$ cat config.mk
export PLATFORM = sky130hd
export DESIGN_NAME = pipe_hold_ctrl
export DESIGN_NICKNAME = d
export VERILOG_FILES = /design/src/rtl/pipe_hold_ctrl_pkg.sv /design/src/rtl/pipe_hold_ctrl_vec.sv /design/src/rtl/pipe_hold_ctrl.sv
export SDC_FILE = /design/constraint.sdc
export NUM_CORES = 1
export LEC_CHECK = 0
export BUFFER_PORTS_ARGS = -buffer_cell sky130_fd_sc_hd__buf_2
export CAP_MARGIN = 20
export CORE_AREA = 2 2 97 99
export CTS_BUF_LIST = sky130_fd_sc_hd__clkbuf_2 sky130_fd_sc_hd__clkbuf_4 sky130_fd_sc_hd__clkbuf_8
export CTS_CLUSTER_SIZE = 20
export DETAILED_ROUTE_END_ITERATION = 8
export DIE_AREA = 0 0 99 101
export PLACE_DENSITY = 0.79
export SYNTH_ARGS = -nofsm -noshare
export SYNTH_HDL_FRONTEND = slang
export SYNTH_HIERARCHICAL = 1
export SYNTH_SLANG_ARGS = --single-unit
$ cat constraint.sdc
create_clock -name clk -period 3.46 [get_ports clk]
set_clock_uncertainty 0.15 [all_clocks]
set_input_delay 0.692 -clock clk [delete_from_list [all_inputs] [get_ports clk]]
set_output_delay 0.692 -clock clk [all_outputs]
set_load 0.02 [all_outputs]
$ cat src/rtl/pipe_hold_ctrl_pkg.sv
// pipe_hold_ctrl_pkg: hold codes, jump causes and FSM states shared by the hold controller
package pipe_hold_ctrl_pkg;
  localparam int HOLD_W = 2;
  localparam logic [HOLD_W-1:0] HOLD_NO    = 2'd0;
  localparam logic [HOLD_W-1:0] HOLD_WAIT  = 2'd1;
  localparam logic [HOLD_W-1:0] HOLD_FLUSH = 2'd2;
  localparam int JC_NO              = 0;
  localparam int JC_PRED_YES_BUT_NO = 1;
  localparam int JC_PRED_NO_BUT_YES = 2;
  localparam int JC_NOCOND          = 3;
  localparam int JC_IRQ             = 4;
  localparam logic REQ_EN = 1'b1;
  typedef enum logic [1:0] {RUN, IRQ_DRAIN, HALT_DRAIN, HALTED} state_e;
  function automatic logic is_jump(input int unsigned c);
    return c == JC_PRED_YES_BUT_NO || c == JC_PRED_NO_BUT_YES || c == JC_NOCOND;
  endfunction
endpackage

$ cat src/rtl/pipe_hold_ctrl_vec.sv
// pipe_hold_vec: turns the wait vector, flush mask and pc hold into per-stage hold codes
module pipe_hold_vec
  import pipe_hold_ctrl_pkg::*;
#(
  parameter int NSTAGE = 4
) (
  input  logic [NSTAGE-1:0]        wait_req,
  input  logic [NSTAGE-1:0]        flush_mask,
  input  logic                     hold_pc,
  input  logic                     hold_all,
  output logic [HOLD_W*NSTAGE-1:0] hold_ctrl
);
  logic [NSTAGE-1:0] above;
  logic [NSTAGE-1:0] bubble;
  assign bubble = {above[NSTAGE-2:0], 1'b0} & ~above;
  // a stage waits when it or any older stage waits; the stage just past the oldest waiter gets a bubble
  always_comb begin
    above = '0;
    hold_ctrl = '0;
    for (int s = 0; s < NSTAGE; s++) above[s] = |(wait_req >> s);
    for (int s = 0; s < NSTAGE; s++)
      hold_ctrl[HOLD_W*s +: HOLD_W] = above[s] ? HOLD_WAIT :
                                      bubble[s] ? HOLD_FLUSH :
                                      above[0] ? HOLD_NO :
                                      hold_all ? HOLD_WAIT :
                                      (s == 0 && hold_pc) ? HOLD_WAIT :
                                      flush_mask[s] ? HOLD_FLUSH : HOLD_NO;
  end
endmodule

$ cat src/rtl/pipe_hold_ctrl.sv
// pipe_hold_ctrl: pipeline hold/flush, interrupt entry and debug halt control; CTRL_PERF_CNT_EN adds stall/flush counters
module pipe_hold_ctrl
  import pipe_hold_ctrl_pkg::*;
#(
  parameter int NSTAGE   = 4,
  parameter int ADDR_W   = 32,
  parameter int CAUSE_W  = 3,
  parameter int EX_STAGE = 2
) (
  input  logic                     clk,
  input  logic                     rst,
  input  logic [NSTAGE-1:0]        wait_req_i,
  input  logic [CAUSE_W-1:0]       jump_cause_i,
  input  logic [ADDR_W-1:0]        jump_from_addr_i,
  input  logic [ADDR_W-1:0]        jump_to_addr_i,
  input  logic [ADDR_W-1:0]        ex_pc_i,
  input  logic                     irq_req_i,
  input  logic [ADDR_W-1:0]        irq_vector_i,
  input  logic                     halt_req_i,
  output logic [HOLD_W*NSTAGE-1:0] hold_ctrl_o,
  output logic [CAUSE_W-1:0]       jump_cause_o,
  output logic [ADDR_W-1:0]        jump_from_addr_o,
  output logic [ADDR_W-1:0]        jump_to_addr_o,
  output logic                     irq_ack_o,
  output logic [ADDR_W-1:0]        irq_epc_o,
  output logic                     halted_o
`ifdef CTRL_PERF_CNT_EN
  ,
  output logic [31:0]              stall_cycles_o,
  output logic [31:0]              flush_events_o
`endif
);
  localparam int CNT_W = $clog2(NSTAGE) + 1;
  localparam logic [CNT_W-1:0] DRAIN_LD = CNT_W'(NSTAGE - 1 - EX_STAGE);
  localparam logic [NSTAGE-1:0] EX_MASK = ((NSTAGE'(1) << (EX_STAGE + 1)) - NSTAGE'(1)) & ~NSTAGE'(1);
  state_e state, state_nx;
  logic [CNT_W-1:0] cnt, cnt_nx;
  logic [ADDR_W-1:0] epc_nx;
  logic [HOLD_W*NSTAGE-1:0] vec_hold;
  logic stall, jmp_v, draining, irq_on, halt_on, jmp_go, irq_go, drain_jmp;
  assign stall     = |wait_req_i;
  assign jmp_v     = is_jump(32'(jump_cause_i));
  assign draining  = state == IRQ_DRAIN || state == HALT_DRAIN;
  assign irq_on    = irq_req_i == REQ_EN;
  assign halt_on   = halt_req_i == REQ_EN;
  assign jmp_go    = !rst && !stall && jmp_v;
  assign irq_go    = !rst && !stall && !jmp_v && state == IRQ_DRAIN && cnt == '0;
  assign drain_jmp = jmp_v && state == IRQ_DRAIN;
  pipe_hold_vec #(.NSTAGE(NSTAGE)) u_vec (
    .wait_req  (rst ? '0 : wait_req_i),
    .flush_mask((jmp_v || draining) ? EX_MASK : '0),
    .hold_pc   (jmp_v || draining),
    .hold_all  (state == HALTED),
    .hold_ctrl (vec_hold)
  );
  assign hold_ctrl_o      = rst ? {NSTAGE{HOLD_FLUSH}} : vec_hold;
  assign jump_cause_o     = jmp_go ? jump_cause_i : irq_go ? CAUSE_W'(JC_IRQ) : CAUSE_W'(JC_NO);
  assign jump_from_addr_o = jmp_go ? jump_from_addr_i : irq_go ? irq_epc_o : '0;
  assign jump_to_addr_o   = jmp_go ? jump_to_addr_i : irq_go ? irq_vector_i : '0;
  assign irq_ack_o        = irq_go;
  assign halted_o         = state == HALTED;
  // sequencing: everything freezes on a wait; a jump in RUN blocks entry, a jump at the final drain count defers the irq redirect
  always_comb begin
    state_nx = state;
    cnt_nx = cnt;
    epc_nx = irq_epc_o;
    if (!stall) begin
      if (state == RUN && !jmp_v && irq_on) begin
        state_nx = IRQ_DRAIN;
        cnt_nx = DRAIN_LD;
        epc_nx = ex_pc_i;
      end else if (state == RUN && !jmp_v && halt_on) begin
        state_nx = HALT_DRAIN;
        cnt_nx = DRAIN_LD;
      end else if (draining) begin
        cnt_nx = cnt == '0 ? cnt : cnt - CNT_W'(1);
        epc_nx = drain_jmp ? jump_to_addr_i : irq_epc_o;
        state_nx = (cnt != '0 || drain_jmp) ? state : state == IRQ_DRAIN ? RUN : HALTED;
      end else if (state == HALTED && !halt_on) begin
        state_nx = RUN;
      end
    end
  end
  // state, drain counter and return address registers
  always_ff @(posedge clk or posedge rst) begin
    if (rst) begin
      state <= RUN;
      cnt <= '0;
      irq_epc_o <= '0;
    end else begin
      state <= state_nx;
      cnt <= cnt_nx;
      irq_epc_o <= epc_nx;
    end
  end
`ifdef CTRL_PERF_CNT_EN
  logic stall_inc, flush_inc;
  assign stall_inc = !rst && (stall || state == HALTED);
  assign flush_inc = jmp_go || irq_go;
  // saturating stall-cycle and redirect counters
  always_ff @(posedge clk or posedge rst) begin
    if (rst) begin
      stall_cycles_o <= '0;
      flush_events_o <= '0;
    end else begin
      stall_cycles_o <= stall_cycles_o + 32'(stall_inc && !(&stall_cycles_o));
      flush_events_o <= flush_events_o + 32'(flush_inc && !(&flush_events_o));
    end
  end
`endif
endmodule
==> metrics.log <==
[metrics] WHS Endpoint: cnt[1]$_DFFE_PP0P_
[metrics] final number of setup-violating endpoints: 0
[metrics] maximum number of pins on one net before global-route repair: 40
[metrics] global placement routability congestion: 0.813
[metrics] number of buffers inserted to repair setup after CTS: 0
[metrics] area enclosed by the die boundary: 10000 µm²
[metrics] Clock Sinks: 37
[metrics] footprint of the flip-flops and latches: 926 µm²
[metrics] period utilization: 92.1%
[metrics] type of the worst setup path: primary input to output port
[metrics] mean number of vias per cell: 5.09
[metrics] number of slew-limit violations in the final report: 0
[metrics] wire length of the first global-routing pass: 14000 µm
[metrics] synthesized-area fraction occupied by xor and xnor cells: 0%
[metrics] final critical-path required period: 3.19 ns
[metrics] sequential area share after synthesis: 31.0%
[metrics] # hold bufs at CTS: 0
[metrics] area used by multi-input combinational logic: 1810 µm²
[metrics] summed instance area of the synthesized netlist: 2990 µm²
[metrics] post-cts repair resize count: 0
[metrics] total half-perimeter wirelength after legalization and detailed placement: 7580 µm
[metrics] clock buffers created by TritonCTS: 5
[metrics] clock buffer depth: 2
[metrics] aggregate negative setup slack: 0 ns
[metrics] unrepaired setup endpoints after global routing: false
[metrics] average detailed-routed wire length per instance: 15.5 µm
[metrics] width of the chip: 99 µm
[metrics] Area growth, synth to finish: 44.2%
[metrics] remaining max-slew budget at the tightest pin: 63.8%
[metrics] number of nets in the layout: 647
[metrics] Warnings, synthesis: 6
[metrics] per-instance average area after synthesis: 11.5 µm²
[metrics] status: finished clean
[metrics] least setup slack across all paths after layout: 0.275 ns
[metrics] count of final hold-check violations: 0
[metrics] GRT Total Usage: 17.4%
[metrics] number of diodes: 0
[metrics] Synth Area in Adders: 2.51%
[metrics] compound-gate portion of the synthesized area: 23.3%
[metrics] number of cells traversed by the worst register-to-register path: 6
[metrics] first-pass detailed-route iteration total: 4
[metrics] Power per Cell Area: 484 nW/µm²
[metrics] layout cell share with drive strength beyond 1: 61.2%
[metrics] post-synthesis simple-gate area fraction: 8.83%
[metrics] clock latency on the worst-skew pair: 0.28 ns
[metrics] highest-count cells in the layout ignoring fill and taps: 247 x buf_2, 64 x a22o_1, 37 x dfrtp_1
[metrics] worst setup slack for register-to-register paths: 0.98 ns
[metrics] multiplexer fraction of the synthesized cell area: 24.8%
[metrics] number of levels in the clock H-tree: 2
[metrics] Routed Wire Length: 9480 µm
[metrics] Synth Flop Type: dfrtp_1
[metrics] number of port buffers: 247
[metrics] maximum net fanout on the critical path: 27
[metrics] type of element launching the critical path: primary input
[metrics] std cell rows: 35
[metrics] Clock Root Buffer: clkbuf_8
[metrics] Critical R2R Launch: state[0]$_DFFE_PP0P_
[metrics] destination of the worst register-to-register timing path: irq_epc_o[15]$_DFFE_PP0P_
[metrics] cells after synthesis: 261
[metrics] number of design-rule violations left by the first detailed-router iteration: 63
[metrics] I/O pin cnt: 248
[metrics] number of enable flip-flop cells after synthesis: 0
[metrics] Clock Pin Slew Worst Setup and Hold Paths: 0.07 ns
[metrics] number of non-filler instances in the completed layout: 613
[metrics] critical path endpoint category: output port
[metrics] Congestion Overflow GR: 0
[metrics] slew at the pin with the worst max-slew slack: 0.539 ns
[metrics] leakage power summed over all cells: 0.00241 µW
[metrics] die height: 101 µm
[metrics] Arr. time, crit path: 2.34 ns
[metrics] area inside the core boundary: 8980 µm²
[metrics] number of antenna violations at the first check in global routing: 0
[metrics] Max-cap violations: 0
[metrics] leading cell type in the layout, fill and taps excluded: buf_2
[metrics] Async S/R FF share, synth: 100%
[metrics] class of the tightest hold or removal check: flip-flop to flip-flop
[metrics] number of vias after detailed routing: 3122
[metrics] via count of the first global-routing pass: 2966
[metrics] number of filler instances in the final layout: 839
[metrics] Min-Delay Path Depth: 1
[metrics] Max Clock Freq: 314 MHz
[metrics] endpoint required time on the critical path: 2.62 ns
[metrics] starting density of the core: 33.3%
[metrics] register bit total from synthesis: 37
[metrics] combinational family with the most area after synthesis: multiplexers
[metrics] start point of the worst hold path: cnt[1]$_DFFE_PP0P_
[metrics] number of different library cells in the post-synthesis netlist: 38
[metrics] cell total after placement: 606
[metrics] DRC violation count after routing: 0
[metrics] Worst Setup Slack post-DPL: 0.255 ns
[metrics] Peak supply drop: 234 µV
[metrics] antenna-violating nets left: 0
[metrics] CTS tree: yes
cells in the mapped netlist (2+ instances only):
master      n  area share [%]
and2_1      2            0.42
a21oi_1     3            0.50
inv_1       8             1.0
mux2_1     34              13
dfrtp_1    37              31
buf_12      5             3.3
buf_2       3            0.50
nand2_1     4            0.50
nor2b_1    10             2.1
or2_2       4            0.84
ha_1        6             2.5
mux2_2     31              12
o21a_1      3            0.75
nor3_2      2            0.67
nand3_1     2            0.33
a22o_1     64              19
o21ai_0     3            0.50
buf_4       3            0.75
nor3b_1     2            0.50
o31ai_1     2            0.50
nor3_1      2            0.33
o2bb2ai_1   2            0.59
buf_6      10             3.8
nand2b_1    2            0.42
and3_1      3            0.63
nor2_1      2            0.25
metal layers:
layer | vias up | part of all wire, % | global-route usage [%]
met5 | - | 0 | 0
met4 | 0 | 0.49 | 3.37
met3 | 4 | 7.2 | 3.95
met2 | 149 | 55 | 33.8
met1 | 1495 | 38 | 19.3
li1 | 1474 | - | -
sequential cells by signal, indices dropped and copies added, names as in the netlist:
signal,flops
cnt,3
irq_epc_o,32
state,2
area by class of cell:
type                       count  share of cell area [%]
sequential                    37                    21.5
clock buffer                   7                    2.09
inverter                       8                   0.696
tap                          111                    3.22
multi-input combinational    195                    41.9
timing repair buffer         255                    30.6
cells by family (layout without fill, tap and decap cells):
family,after synthesis,after routing
buf+inv,30,270
other cells,1,2
compound gates,82,82
fa+ha+maj,6,6
simple gates,39,39
flops,37,37
mux,66,66
worst max-delay path: stages:
cell    delay, ns
buf_2        0.12
or4_4        0.58
nor3_4       0.24
buf_4        0.33
a22o_1       0.21
buf_2        0.16
how the worst max path moves through the flow:
stage / start / to / slack (ns) / cells after the start
global route: wait_req_i[0] / jump_to_addr_o[11] / 0.17 / 6
global placement: wait_req_i[0] / jump_to_addr_o[15] / 0.34 / 6
floorplan: wait_req_i[0] / jump_from_addr_o[10] / 0.63 / 5
finish: wait_req_i[0] / jump_from_addr_o[3] / 0.27 / 6
detailed placement: wait_req_i[0] / jump_from_addr_o[3] / 0.25 / 6
CTS: wait_req_i[0] / jump_from_addr_o[3] / 0.26 / 6
metrics by stage:
| stage | total power, µW | util [%] | instance area, µm² | hold WS, ns |
|---|---|---|---|---|
| final | 2090 | 48.0 | 4310 | 0.344 |
| after detailed placement | 1800 | 47.0 | 4220 | 0.326 |
| after global routing | 2240 | 48.0 | 4310 | 0.386 |
| after global placement | 1750 | 47.0 | 4220 | 0.316 |
| after floorplan | 1420 | - | 2990 | 0.298 |
| after CTS | 2120 | 48.0 | 4310 | 0.346 |
where the power goes:
group          leakage, µW  internal [µW]  switching (µW)  total, µW
combinational      0.00188            455             567       1020
clock            0.0000477            166             142        308
sequential        0.000477            613             145        758
(Power assumes the default switching activity.)
